## config.mk

```make
export PLATFORM = sky130hd
export DESIGN_NAME = route_allocator_flat
export DESIGN_NICKNAME = d
export VERILOG_FILES = /design/src/rtl/route_allocator_if.sv /design/src/rtl/route_allocator.sv /design/src/flat_wrapper.sv
export SDC_FILE = /design/constraint.sdc
export NUM_CORES = 1
export LEC_CHECK = 0
export CAP_MARGIN = 0
export CORE_MARGIN = 1
export CORE_UTILIZATION = 30
export CTS_CLUSTER_DIAMETER = 120
export DETAILED_ROUTE_END_ITERATION = 16
export SYNTH_ARGS = -nofsm -noshare
export SYNTH_HDL_FRONTEND = slang
export SYNTH_SLANG_ARGS = --single-unit
```

## constraint.sdc

```tcl
create_clock -name clk -period 2.64 [get_ports clk]
set_clock_uncertainty 0.05 [all_clocks]
set_input_delay 0.528 -clock clk [delete_from_list [all_inputs] [get_ports clk]]
set_output_delay 0.528 -clock clk [all_outputs]
set_load 0.05 [all_outputs]
```

## src/rtl/route_allocator_if.sv

```systemverilog
// Route allocator bus: groups the request, release, status and crossbar-select
// signals exchanged between the port controllers / datapath and the allocator.
//   req_valid    [N]        input i requests an output port
//   req_port     [N*RW]     slice i: requested output index of input i
//   relieve      [N]        input i releases the output it owns
//   grant_status [N]        input i currently owns an output
//   out_busy     [N]        output o locked to an owner
//   out_sel      [N*RW]     slice o: owning input index of output o (0 when idle)
// master = port controllers / datapath side, slave = allocator side.
interface route_allocator_if #(
  parameter int N             = 4,
  parameter int REQUEST_WIDTH = 2
);
  logic [N-1:0]               req_valid;
  logic [N*REQUEST_WIDTH-1:0] req_port;
  logic [N-1:0]               relieve;
  logic [N-1:0]               grant_status;
  logic [N-1:0]               out_busy;
  logic [N*REQUEST_WIDTH-1:0] out_sel;

  modport master (
    output req_valid, req_port, relieve,
    input  grant_status, out_busy, out_sel
  );

  modport slave (
    input  req_valid, req_port, relieve,
    output grant_status, out_busy, out_sel
  );
endinterface

```

## src/rtl/route_allocator.sv

```systemverilog
// Switch-level output-port allocator. Each output port has a two-state
// IDLE/LOCKED FSM and a round-robin pointer; an idle output grants the first
// eligible requester at or after its pointer and then stays locked to that
// owner until the owner raises relieve.
// Ports:
//   clk  - clock, all state on the rising edge
//   rst  - asynchronous, active-low reset
//   bus  - route_allocator_if.slave (requests in, status/select out)
// All outputs come straight from registers; there is no combinational path
// from any input to any output.
module route_allocator #(
  parameter int N             = 4,
  parameter int REQUEST_WIDTH = 2
) (
  input  logic           clk,
  input  logic           rst,
  route_allocator_if.slave bus
);
  localparam int RW = REQUEST_WIDTH;

  typedef enum logic {
    ST_IDLE   = 1'b0,
    ST_LOCKED = 1'b1
  } state_e;

  state_e                st_q [N];
  state_e                st_d [N];
  logic [N-1:0][RW-1:0]  sel_q, sel_d;
  logic [N-1:0][RW-1:0]  ptr_q, ptr_d;
  logic [N-1:0]          gs_q, gs_d;
  logic [N-1:0][N-1:0]   elig_s;

  // Eligible set per output: valid request for this output from a non-owner.
  // Port indices >= N never match any o, so they are dropped here.
  always_comb begin
    elig_s = '0;
    for (int o = 0; o < N; o++) begin
      for (int i = 0; i < N; i++) begin
        elig_s[o][i] = bus.req_valid[i]
                     && (bus.req_port[i*RW +: RW] == RW'(o))
                     && !gs_q[i];
      end
    end
  end

  // Per-output next state: round-robin grant when idle, release on owner relieve.
  always_comb begin
    logic          found;
    logic [RW-1:0] win;
    int            idx;
    int            nxt;
    for (int o = 0; o < N; o++) begin
      st_d[o] = st_q[o];
    end
    sel_d = sel_q;
    ptr_d = ptr_q;
    for (int o = 0; o < N; o++) begin
      found = 1'b0;
      win   = '0;
      idx   = 0;
      nxt   = 0;
      case (st_q[o])
        ST_IDLE: begin
          for (int k = 0; k < N; k++) begin
            idx = (int'(ptr_q[o]) + k) % N;
            if (!found && elig_s[o][idx]) begin
              found = 1'b1;
              win   = idx[RW-1:0];
              nxt   = (idx + 1) % N;
            end else begin
              found = found;
            end
          end
          if (found) begin
            st_d[o]  = ST_LOCKED;
            sel_d[o] = win;
            ptr_d[o] = nxt[RW-1:0];
          end else begin
            st_d[o]  = ST_IDLE;
          end
        end
        ST_LOCKED: begin
          // Only the owner's relieve counts; the freed output is re-granted
          // no earlier than the following edge.
          for (int i = 0; i < N; i++) begin
            if ((sel_q[o] == RW'(i)) && bus.relieve[i]) begin
              st_d[o]  = ST_IDLE;
              sel_d[o] = '0;
            end else begin
              found = found;
            end
          end
        end
        default: begin
          st_d[o]  = ST_IDLE;
          sel_d[o] = '0;
        end
      endcase
    end
  end

  // Ownership status follows the next-state locks so it is registered too.
  always_comb begin
    gs_d = '0;
    for (int o = 0; o < N; o++) begin
      for (int i = 0; i < N; i++) begin
        gs_d[i] = gs_d[i] | ((st_d[o] == ST_LOCKED) && (sel_d[o] == RW'(i)));
      end
    end
  end

  // State, select, pointer and status registers.
  always_ff @(posedge clk or negedge rst) begin
    if (!rst) begin
      for (int o = 0; o < N; o++) begin
        st_q[o] <= ST_IDLE;
      end
      sel_q <= '0;
      ptr_q <= '0;
      gs_q  <= '0;
    end else begin
      for (int o = 0; o < N; o++) begin
        st_q[o] <= st_d[o];
      end
      sel_q <= sel_d;
      ptr_q <= ptr_d;
      gs_q  <= gs_d;
    end
  end

  // Drive the bus outputs from registers.
  always_comb begin
    bus.out_busy = '0;
    for (int o = 0; o < N; o++) begin
      bus.out_busy[o] = (st_q[o] == ST_LOCKED);
    end
    bus.out_sel      = sel_q;
    bus.grant_status = gs_q;
  end
endmodule

```

## src/flat_wrapper.sv

```systemverilog
// flat-port wrapper written by rule: the top's interface ports become plain ports
module route_allocator_flat 
#(
  parameter int N             = 4,
  parameter int REQUEST_WIDTH = 2
)
  (clk, rst, bus_req_valid, bus_req_port, bus_relieve, bus_grant_status, bus_out_busy, bus_out_sel);
  route_allocator_if #(.N(N), .REQUEST_WIDTH(REQUEST_WIDTH)) bus_i ();
  input  logic clk;
  input  logic rst;
  input wire logic [$bits(bus_i.req_valid)-1:0] bus_req_valid;
  input wire logic [$bits(bus_i.req_port)-1:0] bus_req_port;
  input wire logic [$bits(bus_i.relieve)-1:0] bus_relieve;
  output wire logic [$bits(bus_i.grant_status)-1:0] bus_grant_status;
  output wire logic [$bits(bus_i.out_busy)-1:0] bus_out_busy;
  output wire logic [$bits(bus_i.out_sel)-1:0] bus_out_sel;
  assign bus_i.req_valid = bus_req_valid;
  assign bus_i.req_port = bus_req_port;
  assign bus_i.relieve = bus_relieve;
  assign bus_grant_status = bus_i.grant_status;
  assign bus_out_busy = bus_i.out_busy;
  assign bus_out_sel = bus_i.out_sel;
  route_allocator #(.N(N), .REQUEST_WIDTH(REQUEST_WIDTH)) u_core (.clk(clk), .rst(rst), .bus(bus_i));
endmodule
```

==> impl_metrics.ini, run 1 <==
[timing]
setup_tns_ps = 0
rsz0062_at_grt = no
finalHoldViolations = 0
tightest_slew_ps = 496.7
setup_slack_ps = 140.1
fin_crit_ps = 2500
final_max_slew_viol_count = 0
slew_headroom_pct = 66.78
setup_viol = 0
final.period_utilization_pct = 94.69
fin_hold_ws_ps = 567.2
fmax_mhz = 400.0

[cts]
cts-root-buf = clkbuf_8
holdBufCountCts = 0
cts_buffer_depth = 2
clk-insertion-delay-late_ps = 280
h-tree-depth = 1
cts_tree = built
clkTransAtPathRegs_ps = 110
clkSinkCount = 24
numCtsBuffers = 3

[worst_setup_path]
path_class = input pin to register
startpoint_type = input pin
worst_r2r_endpoint = u_core.bus.grant_status[2]$_DFF_PN0_
crit_path_end_kind = register
cp_slowest_cell = or4b_1
max_stage_delay_ps = 630
critPathMaxFanout = 6
r2r_slack_ps = 230
cp.required_ps = 2760
cp.arrival_ps = 2620
ff2ff_path_depth = 8
r2r-start = u_core.bus.grant_status[1]$_DFF_PN0_
cp_cell_sequence = dlygate4sd2_1 > or4b_1 > nor2_1 > a21oi_1 > nor3_1 > o31a_1 > o32ai_1 > a311o_1

[floorplan]
die_x_um = 91.51
die_y_um = 91.51
io_pins = 34
die_area_um2 = 8374
fp.coreArea_um2 = 7727
num_rows = 32
start_util_pct = 31.10

[global_route]
grt_max_degree = 25
grt_pass1_wl_mm = 12.65
antenna_found_initial = 0
gr-total-overflow = 0
grt.total_usage_pct = 18.84
grt_pass1_vias = 2596

[placed_design]
io_buffers = 33
dp_hpwl_mm = 5.886
dp_slack_ps = -373.9
place_congestion = 0.8958

[synthesis]
ys_seq_elements = 24
syn_avg_cell_area_um2 = 7.855
synth_edf_count = 0
ys_warn_count = 0
yosysSeqAreaShare_pct = 24.99
netlist_area_um2 = 2404
synth_top_area_share_pct = 24.99
synthFlopType = dfrtp_1
synth.distinct_cells = 63
synth_nets = 324
yosysTopAreaCell = dfrtp_1
syn_inst = 306
async_reset_ff_share_pct = 100.0
synth_area_leaders = dfrtp_1 (25%), a21oi_1 (7.3%), o21ai_0 (4.4%), nand2_1 (4.2%), nand4bb_1 (3.7%)

[power_and_ir_drop]
p_per_area_nw_per_um2 = 956.6
p_leak_uw = 0.001568
ir_worst_vdd_mv = 0.7661

[detailed_routing]
drt_iter0_markers = 131
drt_wl_total_mm = 7.818
ant_nets = 0
dr_wl_met3_um = 312
met1Wirelength_mm = 3.761
drtPass1Iterations = 5
vias = 2791
via_per_inst = 5.516
drc = 0
routedWlPerCell_um = 15.45
dr.max_layer_used = met4
met2WireLength_mm = 3.678

[cells_and_area]
utilization_pct = 46.23
nets = 423
final_layout_size_suffix_gt1_share_pct = 29.95
syn2layout_area_growth_pct = 48.62
diodes = 0

[outcome]
status = finished clean

[flow_run]
drv_cap = 0

[hold_path]
hold_class = input pin to asynchronous set/reset pin
[report_power, final]
part           switching (uW)  total (uW)  internal [uW]
registers                 349         871            522
clock network             143         277            134
logic                    1190        2270           1080
total                    1680        3420           1730
[cell families (layout without fill, tap and decap cells)]
logic type / count (synthesis) / after routing / synth area share (%)
muxes: 14 / 14 / 6.143
AOI/OAI and AO/OA: 109 / 109 / 29.57
DFF: 24 / 24 / 24.99
buffers and inverters: 34 / 132 / 5.778
and+or+nand+nor: 125 / 125 / 33.53
[layout make-up]
class	instances	area, um2
Fill cell	758	4155
Sequential cell	24	600.6
Tap cell	102	127.6
Multi-Input combinational cell	248	1772
Inverter	13	48.80
Clock buffer	4	55.05
Timing Repair Buffer	115	968.4
[worst max-delay path, delay by kind of cell]
family | cells | cell delay, ps
AND/OR/NAND/NOR | 3 | 980
buffers and inverters | 1 | 320
AO/OA/AOI/OAI | 4 | 780
[worst max-delay path by stage]
stage	from	endpoint	slack [ps]
after detailed placement	bus_req_port[7]	u_core.bus.grant_status[3]$_DFF_PN0_	-370
after global routing	bus_req_port[2]	u_core.bus.grant_status[2]$_DFF_PN0_	80
after global placement	bus_req_valid[3]	u_core.bus.grant_status[3]$_DFF_PN0_	-370
after CTS	bus_req_port[5]	u_core.bus.grant_status[3]$_DFF_PN0_	-2
after floorplan	u_core.bus.grant_status[1]$_DFF_PN0_	u_core.bus.grant_status[2]$_DFF_PN0_	80
final	bus_req_port[2]	u_core.bus.grant_status[2]$_DFF_PN0_	140
[per-stage QoR]
stage,cells,total power [uW],cell area (um2)
floorplan,306,2168,2404
global placement,498,2983,3357
detailed placement,498,3019,3357
CTS,502,3314,3427
global route,506,3654,3572
finish,506,3417,3572
[cells in the mapped netlist, types with 3 or more instances]
library cell,count
and3_1,3
nand3_1,8
nor2b_1,6
a211oi_1,6
nand4bb_1,8
a32oi_1,4
a31oi_1,5
nand4b_1,3
nand2_1,27
nor4b_2,3
nand4_1,3
a21oi_1,35
buf_2,3
mux2i_1,8
inv_1,13
dfrtp_1,24
or4b_1,3
o21ai_0,21
a211o_1,4
o22ai_1,5
nand2b_1,4
nor2_1,19
and4bb_2,3
clkbuf_1,17
o211ai_1,5
o221ai_1,3
nor3_1,12
mux2_2,6
[cells in the final DEF (no fill, tap or decap), types with 8 or more instances in the layout]
master / netlist / final
dfrtp_1: 24 / 24
clkdlybuf4s50_1: 0 / 21
nand3_1: 8 / 8
nor3_1: 12 / 12
a21oi_1: 35 / 35
dlymetal6s2s_1: 0 / 9
o21ai_0: 21 / 21
inv_1: 13 / 13
nand2_1: 27 / 27
nor2_1: 19 / 19
buf_4: 0 / 81
mux2i_1: 8 / 8
[registers in the layout, summed over array words and instances (netlist names)]
signal                   count
u_core.bus.grant_status      4
u_core.bus.out_busy          4
u_core.bus.out_sel           8
u_core.ptr_q                 8
[what timing repair did]
action,CTS,global route
setup buffers,0,4
pin swaps,2,7
setup endpoints to repair,4,8
gates resized for setup,7,21
[per-layer routing]
layer | vias up | GRT usage [%]
met4 | 0 | 5.291
met2 | 57 | 30.01
met5 | - | 0
met3 | 5 | 1.926
li1 | 1384 | -
met1 | 1345 | 26.81
Power figures use the tool's default switching activity.
==> inputs of run 2 (changes only) <==
--- a/config.mk
+++ b/config.mk
@@ -12,2 +12,3 @@
 export DETAILED_ROUTE_END_ITERATION = 16
+export PLACE_DENSITY = 0.59
 export SYNTH_ARGS = -nofsm -noshare
@@ -15 +16,2 @@
 export SYNTH_SLANG_ARGS = --single-unit
+export TNS_END_PERCENT = 5
==> constraint.sdc (replaced) <==
create_clock -name clk -period 2.64 [get_ports clk]
set_clock_uncertainty 0.05 [all_clocks]
set_input_delay 0.264 -clock clk [delete_from_list [all_inputs] [get_ports clk]]
set_output_delay 0.264 -clock clk [all_outputs]
set_load 0.05 [all_outputs]
==> run 2 against run 1 <==
Effect of this change:
- total power fell by 7.7%
- non-clock buffer count decreased by 27
- sequential power is 2% lower
- design area fell by 9.7%
- worst setup slack worse by 18 ps
- first-iteration DRC count fell by 27%
- critical path depth rose by 1
- utilization fell by 4.5 points
- worst hold slack got worse by 270 ps
- combinational power down 8.8%
- clock power fell by 17%
==> impl_metrics.ini, run 2 (synthesis results as in run 1) <==
[outcome]
status = finished clean

[global_route]
met1_usage_pct = 25.60
grt.total_usage_pct = 17.86
antenna_found_initial = 0
grt.met3_usage_pct = 1.340
grt_pass1_wl_mm = 12.10
grt_pass1_vias = 2446
top_usage_layer = met2
grt_max_degree = 25
met2_usage_pct = 28.70
gr-total-overflow = 0

[detailed_routing]
drtPass1Iterations = 5
drt_wl_total_mm = 7.288
via_per_inst = 5.523
ant_nets = 0
drc = 0
routedWlPerCell_um = 15.25
drt_iter0_markers = 95
vias = 2640

[timing]
final_max_slew_viol_count = 0
fin_crit_ps = 2518
final.period_utilization_pct = 95.37
slew_headroom_pct = 66.57
finalHoldViolations = 0
setup_viol = 0
rsz0062_at_grt = no
fmax_mhz = 397.2
setup_slack_ps = 122.3
tightest_slew_ps = 499.8

[cts]
cts-root-buf = clkbuf_8
clkSinkCount = 24
clk-insertion-delay-late_ps = 270
cts_buffer_depth = 2
cts_tree = built
numCtsBuffers = 3
clkTransAtPathRegs_ps = 90
cts_setup_buffers = 0
holdBufCountCts = 0
ctsResizeCount = 0
h-tree-depth = 1

[floorplan]
die_area_um2 = 8374
start_util_pct = 31.10
die_y_um = 91.51
fp.coreArea_um2 = 7727
num_rows = 32
io_pins = 34
die_x_um = 91.51

[power_and_ir_drop]
p_leak_uw = 0.001314
combPwrFrac_pct = 65.6
swShare_pct = 50.19
p_int_uw = 1572
pwr-share-clk_pct = 7.3
ir_worst_vdd_mv = 0.5537
total_power_uw = 3155
power_frac_seq_pct = 27.1
p_per_area_nw_per_um2 = 978.2
p_sw_uw = 1583

[cells_and_area]
diodes = 0
layout_common_cells = buf_4 (55), a21oi_1 (35), clkdlybuf4s50_1 (33), nand2_1 (27), dfrtp_1 (24)
final_layout_size_suffix_gt1_share_pct = 21.54
syn2layout_area_growth_pct = 34.20
nets = 396
final_common_cell = buf_4

[worst_setup_path]
cp_top_family = simple AND/OR/NAND/NOR gates
r2r-start = u_core.bus.grant_status[2]$_DFF_PN0_
critPathMaxFanout = 11
path_class = register to register
cp_slowest_cell = dfrtp_1
cp_num_buf_inv = 2
crit_start = u_core.bus.grant_status[2]$_DFF_PN0_
cp_cell_sequence = nand4bb_1 > buf_4 > nand2_1 > a2111oi_0 > or3_4 > o221a_1 > inv_1 > o32ai_1 > a311o_1
cp.arrival_ps = 2630
crit_path_end_kind = register
cp.required_ps = 2750
max_stage_delay_ps = 470
startpoint_type = register

[placed_design]
place_congestion = 0.8889
io_buffers = 33
dp_slack_ps = -114.3
dp_hpwl_mm = 5.626

[hold_path]
hold_class = input pin to asynchronous set/reset pin

[flow_run]
drv_cap = 0
## run 2: cell types whose count changed in the layout (fill, tap and decap cells not counted), moves of 3 or more
cell             delta
dlygate4sd2_1       -3
clkdlybuf4s50_1    +12
dlymetal6s2s_1      -9
buf_4              -26
## run 2: worst paths after layout
check,slack [ps],to,depth (start not counted)
setup / recovery,120,u_core.bus.grant_status[2]$_DFF_PN0_,9
setup reg to reg,120,u_core.bus.grant_status[2]$_DFF_PN0_,9
max in group asynchronous,1970,u_core.bus.out_sel[0]$_DFF_PN0_,2
hold reg to reg,620,u_core.bus.out_busy[0]$_DFF_PN0_,2
hold / removal,300,u_core.ptr_q[3]$_DFFE_PN0P_,2
min in group clk,620,u_core.bus.out_busy[0]$_DFF_PN0_,2
## run 2: stage by stage
| stage | util [%] | instances | cell area [um2] | setup TNS, ps | hold slack [ps] |
|---|---|---|---|---|---|
| 5_1_grt | 41.74 | 478 | 3226 | 0 | 319.4 |
| 2_1_floorplan | - | 306 | 2404 | 0 | -81.59 |
| 3_5_place_dp | 41.21 | 475 | 3184 | -332.5 | 598.7 |
| 6_report | 41.74 | 478 | 3226 | 0 | 301.9 |
| 4_1_cts | 41.74 | 478 | 3226 | 0 | 317.8 |
| 3_3_place_gp | 41.21 | 475 | 3184 | -214.3 | 602.0 |
## run 2: worst reg2reg max path, delay by kind of cell, from the launching register on
family | cells | cell delay, ps
buffers and inverters | 2 | 340
and+or+nand+nor | 3 | 800
DFF | 1 | 470
AOI/OAI and AO/OA | 4 | 750
## run 2: power by group through the flow
stage	registers, uW	clock network [uW]	logic [uW]
floorplan	1080	0	1090
global route	901	249	2240
detailed placement	856	0	2060
finish	856	230	2070
CTS	849	236	2070
global placement	849	0	2040
## run 2: cell type report
cell class,instances,area (um2)
Fill cell,793,4502
Inverter,13,48.80
Sequential cell,24,600.6
Multi-Input combinational cell,248,1664
Timing Repair Buffer,88,743.2
Clock buffer,3,41.29
Tap cell,102,127.6
## run 2: layer usage
metal / routed length [um] / part of all wire [%] / vias up
met2: 3319 / 46 / 49
met3: 196 / 2.7 / 6
met5: 0 / 0 / -
li1: - / - / 1320
met1: 3703 / 51 / 1265
met4: 69 / 0.95 / 0
